File: src/rtl/nasti_stream_tx.sv
// Packet transmitter: staging memory filled through a write port, then streamed out as
// ceil(len/BYTES) beats with t_last and residual-byte t_keep/t_strb on the final beat.
module nasti_stream_tx #(
  parameter int ID_WIDTH   = 1,
  parameter int DEST_WIDTH = 1,
  parameter int USER_WIDTH = 1,
  parameter int DATA_WIDTH = 64,
  parameter int BUF_SIZE   = 8,
  localparam int BYTES = DATA_WIDTH / 8,
  localparam int AW    = (BUF_SIZE > 1) ? $clog2(BUF_SIZE) : 1,
  localparam int LW    = $clog2(BUF_SIZE * BYTES + 1)
) (
  input  logic                  aclk,
  input  logic                  aresetn,
  input  logic                  wr_en,
  input  logic [AW-1:0]         wr_addr,
  input  logic [DATA_WIDTH-1:0] wr_data,
  input  logic                  start,
  input  logic [LW-1:0]         len,
  input  logic [ID_WIDTH-1:0]   pkt_id,
  input  logic [DEST_WIDTH-1:0] pkt_dest,
  input  logic [USER_WIDTH-1:0] pkt_user,
  output logic                  busy,
  output logic                  done,
  output logic                  err,
  output logic                  t_valid,
  input  logic                  t_ready,
  output logic [DATA_WIDTH-1:0] t_data,
  output logic [BYTES-1:0]      t_strb,
  output logic [BYTES-1:0]      t_keep,
  output logic                  t_last,
  output logic [ID_WIDTH-1:0]   t_id,
  output logic [DEST_WIDTH-1:0] t_dest,
  output logic [USER_WIDTH-1:0] t_user
);

  typedef enum logic [1:0] {S_IDLE = 2'd0, S_SEND = 2'd1, S_DONE = 2'd2} state_t;

  localparam logic [LW-1:0] MAX_LEN = LW'(BUF_SIZE * BYTES);

  state_t                state_r;
  logic [DATA_WIDTH-1:0] mem_r [BUF_SIZE];
  logic [LW-1:0]         len_r;
  logic [AW:0]           nbeats_r;
  logic [AW:0]           beat_r;
  logic [AW:0]           beat_next_s;
  logic [AW:0]           nbeats_s;
  logic [LW:0]           nb_wide_s;
  logic [DATA_WIDTH-1:0] first_word_s;

  // Final-beat byte mask: only the residual bytes of len are valid; a full beat when len is aligned.
  function automatic logic [BYTES-1:0] keep_mask(input logic last, input logic [LW-1:0] l);
    logic [LW-1:0] rem;
    rem = l % LW'(BYTES);
    for (int i = 0; i < BYTES; i++) begin
      keep_mask[i] = !last || (rem == {LW{1'b0}}) || (LW'(i) < rem);
    end
  endfunction

  // Beat count, next beat index and the first word with same-cycle write bypass.
  always_comb begin
    nb_wide_s    = ({1'b0, len} + (LW+1)'(BYTES - 1)) / (LW+1)'(BYTES);
    nbeats_s     = (AW+1)'(nb_wide_s);
    beat_next_s  = beat_r + (AW+1)'(1);
    if (wr_en && (wr_addr == {AW{1'b0}})) begin
      first_word_s = wr_data;
    end else begin
      first_word_s = mem_r[0];
    end
  end

  // Staging memory: writable only while idle, never reset.
  always_ff @(posedge aclk) begin
    if ((state_r == S_IDLE) && wr_en) begin
      mem_r[wr_addr] <= wr_data;
    end
  end

  // Control FSM with registered stream and status outputs.
  always_ff @(posedge aclk or negedge aresetn) begin
    if (!aresetn) begin
      state_r  <= S_IDLE;
      busy     <= 1'b0;
      done     <= 1'b0;
      err      <= 1'b0;
      t_valid  <= 1'b0;
      t_last   <= 1'b0;
      t_data   <= {DATA_WIDTH{1'b0}};
      t_strb   <= {BYTES{1'b0}};
      t_keep   <= {BYTES{1'b0}};
      t_id     <= {ID_WIDTH{1'b0}};
      t_dest   <= {DEST_WIDTH{1'b0}};
      t_user   <= {USER_WIDTH{1'b0}};
      len_r    <= {LW{1'b0}};
      nbeats_r <= {(AW+1){1'b0}};
      beat_r   <= {(AW+1){1'b0}};
    end else begin
      done <= 1'b0;
      err  <= 1'b0;
      case (state_r)
        S_IDLE: begin
          if (start) begin
            if (len == {LW{1'b0}}) begin
              done <= 1'b1;
            end else if (len > MAX_LEN) begin
              err <= 1'b1;
            end else begin
              state_r  <= S_SEND;
              busy     <= 1'b1;
              len_r    <= len;
              nbeats_r <= nbeats_s;
              beat_r   <= {(AW+1){1'b0}};
              t_valid  <= 1'b1;
              t_data   <= first_word_s;
              t_last   <= (nbeats_s == (AW+1)'(1));
              t_keep   <= keep_mask(nbeats_s == (AW+1)'(1), len);
              t_strb   <= keep_mask(nbeats_s == (AW+1)'(1), len);
              t_id     <= pkt_id;
              t_dest   <= pkt_dest;
              t_user   <= pkt_user;
            end
          end
        end
        S_SEND: begin
          err <= wr_en || start;
          if (t_valid && t_ready) begin
            if (t_last) begin
              state_r <= S_DONE;
              done    <= 1'b1;
              t_valid <= 1'b0;
              t_last  <= 1'b0;
            end else begin
              beat_r <= beat_next_s;
              t_data <= mem_r[beat_next_s[AW-1:0]];
              t_last <= (beat_next_s == nbeats_r - (AW+1)'(1));
              t_keep <= keep_mask(beat_next_s == nbeats_r - (AW+1)'(1), len_r);
              t_strb <= keep_mask(beat_next_s == nbeats_r - (AW+1)'(1), len_r);
            end
          end
        end
        S_DONE: begin
          err     <= wr_en || start;
          state_r <= S_IDLE;
          busy    <= 1'b0;
        end
        default: begin
          state_r <= S_IDLE;
          busy    <= 1'b0;
          t_valid <= 1'b0;
        end
      endcase
    end
  end

endmodule

File: config.mk
export PLATFORM = sky130hd
export DESIGN_NAME = nasti_stream_tx
export DESIGN_NICKNAME = d
export VERILOG_FILES = /design/src/rtl/nasti_stream_tx.sv
export SDC_FILE = /design/constraint.sdc
export NUM_CORES = 1
export LEC_CHECK = 0
export CORE_UTILIZATION = 63
export DETAILED_ROUTE_END_ITERATION = 10
export GPL_TIMING_DRIVEN = 1
export PLACE_DENSITY = 0.85
export SLEW_MARGIN = 25
export SYNTH_ARGS = -nofsm -noshare
export SYNTH_HDL_FRONTEND = slang
export SYNTH_SLANG_ARGS = --single-unit
File: constraint.sdc
create_clock -name aclk -period 12.7 [get_ports aclk]
set_clock_uncertainty 0.15 [all_clocks]
set_input_delay 1.905 -clock aclk [delete_from_list [all_inputs] [get_ports aclk]]
set_output_delay 1.905 -clock aclk [all_outputs]
set_load 0.03 [all_outputs]
[Word-level counts from Yosys, hierarchy flattened]
Memories as Yosys holds them, arrays and structs flattened.
Index checks and enable logic that the tools add are counted.
Word-level totals
  register bits after elaboration: 93
  memory bits (writable): 512
  output and inout port bits: 88
  input bits: 82
  word-level logic and storage cells: 135
  memories: 1
Cells by class
  reduce and logical (&&, ||, !) cells: 37
  $lt $le $gt $ge: 17
  equal/unequal tests: 10
  $add $sub $neg: 3
  bitwise logic cells: 4
  multiplexer cells: 49
Memories
  mem_r: depth 8, bits a word 64, read ports 2, clocked after Yosys merged registers in 0, write ports 1, line 42  | logic [DATA_WIDTH-1:0] mem_r [BUF_SIZE];
Operator list (count)
  2-to-1 mux 64 bit: 6
  case mux 64 bit (2 select lines): 1
  2-to-1 mux 8 bit: 5
  < comparator 3 bit, first input constant: 8
  logical NOT 7 bit: 3
  2-to-1 mux 4 bit: 5
  logical OR 1 bit: 19
  2-to-1 mux 1 bit: 19
  case mux 8 bit (2 select lines): 1
  < comparator 1 x 3 -> 1 bit, first input constant: 4
  < comparator 2 x 3 -> 1 bit, first input constant: 4
  inequality test 2 bit, second input constant: 6
  AND reduction 6 bit: 2
  2-to-1 mux 2 bit: 5
  AND reduction 5 bit: 2
  case mux 1 bit (2 select lines): 4
  case mux 4 bit (2 select lines): 1
  AND reduction 4 bit: 2
  adder 7 x 3 -> 7 bit, second input constant: 1
  > comparator 7 bit, second input constant: 1
  adder 4 x 1 -> 4 bit, second input constant: 1
  == test 4 x 1 -> 1 bit, second input constant: 1
  == test 4 bit: 1
  NOT 1 bit: 4
  11 further kinds: 14

[Longest topological paths before layout]
  word-level depth: 9
  gate-level depth with buffers: 10
  mapped depth without buffers: 7

[Worst setup path before layout]
No wires, ideal clock.
  path kind: input to register
  start: input wr_addr[1]
  end: memory mem_r[0][0] (enable)
  arrival: 6.492 ns
  path slack: 5.493 ns
  path buffers: 0
  cell stages on the path: 2
  cell sequence: nand2b_1 > nor3_1
RTL lines
  start, declared: line 16  | input logic [AW-1:0] wr_addr,
  end, declared: line 42
No word-level cell before the write port.

[Final worst setup path]
  start: input len[1]
  end: register beat_r[2]
Between the ends
  word-level cells in the longest chain between the ends: 3
  elaborated cells between the ends (all ways): 5
  those cells by class: order compare (1); eq/ne (2); reduce/logical (2)
Ends and longest elaborated chain
  start, declared: line 19  | input logic [LW-1:0] len,
  > comparator 7 bit or logical NOT 7 bit (tied branches): line 105, 103
  inequality test 2 bit (no line)
  AND reduction 6 bit (no line) *
  end signal, assigned: line 96  | beat_r <= {(AW+1){1'b0}};
  end signal, assigned: line 112  | beat_r <= {(AW+1){1'b0}};
  end signal, assigned: line 133  | beat_r <= beat_next_s;
  end, declared: line 45  | logic [AW:0] beat_r;
Mark *: on every way between the ends. The rest lies on a longest branch, timed or not.
A chain may end at the register's enable or synchronous reset.

==> impl_metrics.json <==
{
  "grt_pass1_vias": 14500,
  "drc": 0,
  "post_cts.resized_instances": 0,
  "worstPathMaxFanout": 97,
  "htreeDepth": 2,
  "die_h_um": 198,
  "clk_latency_ns": 0.61,
  "cts.sinks": 605,
  "routed_wl_um": 57800,
  "min_period_ns": 4.52,
  "dieWidth_um": 198,
  "cts_tree": "built",
  "antenna_found_initial": 3,
  "max_cap_viol_count": 0,
  "cp-end-kind": "register",
  "syn_area_um2": 24100,
  "overflow": 0,
  "viasPerCell": 6.68,
  "final_common_cell": "edfxtp_1",
  "vias": 14000,
  "synth_edf_count": 512,
  "syn_to_final_growth_pct": 16.4,
  "path_class": "primary input to register",
  "rows": 71,
  "grt.total_usage_pct": 30.3,
  "grt_pass1_wl_um": 86200,
  "mostFrequentLayoutCells": "edfxtp_1, nand2_1, clkdlybuf4s50_1, mux4_2, dfrtp_1",
  "hold_slack_ns": 0.331,
  "ys_ff_latch": 605,
  "syn-num-nets": 1455,
  "core_area_um2": 37700,
  "worstSetupStartpointType": "primary input",
  "rsz0062_at_grt": "no",
  "ant_nets": 0,
  "status": "completed",
  "synth.avg_cell_area_um2": 17.6,
  "hold_buffers": 0,
  "worstHoldPathType": "register to register",
  "clkSlewWorstSetupHoldPaths_ns": 0.06,
  "cp.required_ns": 13.03,
  "cts-root-buf": "clkbuf_16",
  "numCtsBuffers": 57,
  "start_util_pct": 64.0,
  "gp_congestion": 0.857,
  "io_buffers": 169,
  "switchingPower_w": 0.00184,
  "worstHoldStart": "t_data[12]$_DFFE_PN0P_",
  "dpl.hpwl_um": 27900,
  "p_int_w": 0.00400,
  "placedCellCount": 1974,
  "finalSetupTns_ns": 0,
  "hold_depth": 2,
  "nNetsFinal": 1611,
  "swShare_pct": 31.6,
  "yosysSeqAreaShare_pct": 73.4,
  "cts_setup_buffers": 0,
  "slowest_stage": "buf_6",
  "firstDrtPassIters": 5,
  "syn-instance-count": 1367,
  "clkPwrFrac_pct": 29.1,
  "power_frac_seq_pct": 42.8,
  "critical_path.top_delay_family": "buffers and inverters",
  "synthArstFlopShare_pct": 15.4,
  "setup_viol": 0,
  "slowest_delay_ns": 0.68,
  "share_comb_of_total_power_pct": 28.1,
  "arrival_ns": 4.85,
  "r2r-start": "beat_r[0]$_DFFE_PN0P_",
  "place_area_um2": 26200,
  "hold_viol": 0,
  "path_cells": "clkdlybuf4s50_1, nor4_4, a21oi_1, o21ai_4, buf_4, buf_6, mux2_1",
  "slew_headroom_pct": 28.4,
  "yosysWarnings": 0,
  "yosysUniqueCellTypes": 53,
  "drive_gt1_share_pct": 16.9,
  "reg2reg_setup_slack_ns": 8.68,
  "pin_count": 170,
  "powerDensity_nw_per_um2": 208,
  "fin_crit_sh_pct": 35.6,
  "crit_buf_inv": 3,
  "final_area_um2": 28100,
  "die_area_um2": 39100,
  "num-fill-cells": 2077,
  "fmax_ghz": 0.221,
  "wire_per_inst_um": 27.7,
  "worstMarginPinSlew_ns": 1.07,
  "ir_drop_mv": 0.150,
  "grt_max_degree": 121,
  "p_leak_nw": 9.29,
  "initialDrtViolationCount": 1699,
  "ys.flop_type": "edfxtp_1",
  "cts_buffer_depth": 3,
  "slew_violations": 0,
  "r2r_cells": 6,
  "holdPathEnd": "t_data[12]$_DFFE_PN0P_",
  "timing.rr.end": "t_data[27]$_DFFE_PN0P_",
  "stdcell_count": 2088
}
[sequential cells by signal (all words and copies together), names as in the netlist, 2 cells and up]
| signal | flops |
|---|---|
| nbeats_r | 4 |
| beat_r | 4 |
| t_keep | 8 |
| state_r | 2 |
| len_r | 3 |
| mem_r | 512 |
| t_data | 64 |
[per-layer routing]
metal  GRT usage, %  vias to the layer above  share of wire, %
met5              0                        -                 0
met1           40.3                     7140                36
met3           5.70                      137                10
li1               -                     5752                 -
met2           49.9                      923                50
met4           12.6                        0               3.1
[final cells by class]
cell class | instances | area [µm²] | share of cell area [%]
clock buffer | 83 | 1610 | 5.72
clock inverter | 24 | 250 | 0.891
inverter | 9 | 33.8 | 0.120
multi-input combinational | 658 | 5910 | 21.1
timing repair buffer | 192 | 1910 | 6.82
tap | 511 | 639 | 2.28
antenna | 6 | 15.0 | 0.0535
sequential | 605 | 17700 | 63.1
[cell families after synthesis]
family	share of synthesized area, %
AOI/OAI and AO/OA	6.28
xor gates and xnor gates	0.508
adders and majority gates	0.311
buffers and inverters	2.46
DFF	73.4
muxes	12.5
and+or+nand+nor	4.57
[tightest hold or removal path: cells and delay by family (launching register included)]
kind | cells | cell delay, ns
AOI/OAI and AO/OA | 1 | 0.06
DFF | 1 | 0.34
and+or+nand+nor | 1 | 0.05
[power by group through the flow]
| stage | Clock (W) | Combinational [W] | Sequential [W] |
|---|---|---|---|
| 5_1_grt | 0.00178 | 0.00175 | 0.00251 |
| 4_1_cts | 0.00171 | 0.00164 | 0.00250 |
| 2_1_floorplan | 0 | 0.000890 | 0.00271 |
| 3_5_place_dp | 0 | 0.00160 | 0.00253 |
| 6_report | 0.00170 | 0.00164 | 0.00250 |
| 3_3_place_gp | 0 | 0.00155 | 0.00252 |
[worst max path at each step]
stage / start / endpoint / slack [ns] / depth (start not counted)
2_1_floorplan: wr_addr[1] / mem_r[0][0]$_DFFE_PP_ / 5.49 / 2
5_1_grt: len[1] / beat_r[2]$_DFFE_PN0P_ / 7.97 / 7
3_3_place_gp: len[1] / beat_r[2]$_DFFE_PN0P_ / 7.45 / 7
6_report: len[1] / beat_r[2]$_DFFE_PN0P_ / 8.18 / 7
4_1_cts: len[1] / beat_r[2]$_DFFE_PN0P_ / 7.97 / 7
3_5_place_dp: len[1] / beat_r[2]$_DFFE_PN0P_ / 7.37 / 7
[synth_stat cells (all sizes together) (2+ instances only)]
library cell  count  area share (%)
a21o              2           0.062
a21oi            76             1.6
a221oi           64             2.5
a31oi             3           0.078
a32oi             4            0.15
and2              3           0.083
buf              60             1.8
clkbuf           35            0.55
dfrtp            93             9.7
edfxtp          512              64
ha                6            0.31
inv               8            0.12
mux2              8            0.40
mux2i             2           0.099
mux4            128              12
nand2           213             3.3
nand2b            5            0.13
nand3             6            0.12
nand3b            2           0.062
nor2             17            0.26
nor3              7            0.15
nor4              2            0.11
o21ai            73             1.6
o22ai             2           0.052
o31ai             4            0.12
o41ai             2           0.073
or2               2           0.052
or3               3           0.078
xnor2             5            0.18
xor2              9            0.33
[metrics by stage]
stage | worst slack [ns] | power (W) | utilization (%)
6_report | 8.18 | 0.00584 | 74.5
2_1_floorplan | 5.49 | 0.00360 | -
5_1_grt | 7.97 | 0.00604 | 74.5
4_1_cts | 7.97 | 0.00584 | 74.4
3_3_place_gp | 7.45 | 0.00408 | 69.4
3_5_place_dp | 7.37 | 0.00413 | 69.5
Note: power is estimated with default switching activity, not from simulation.
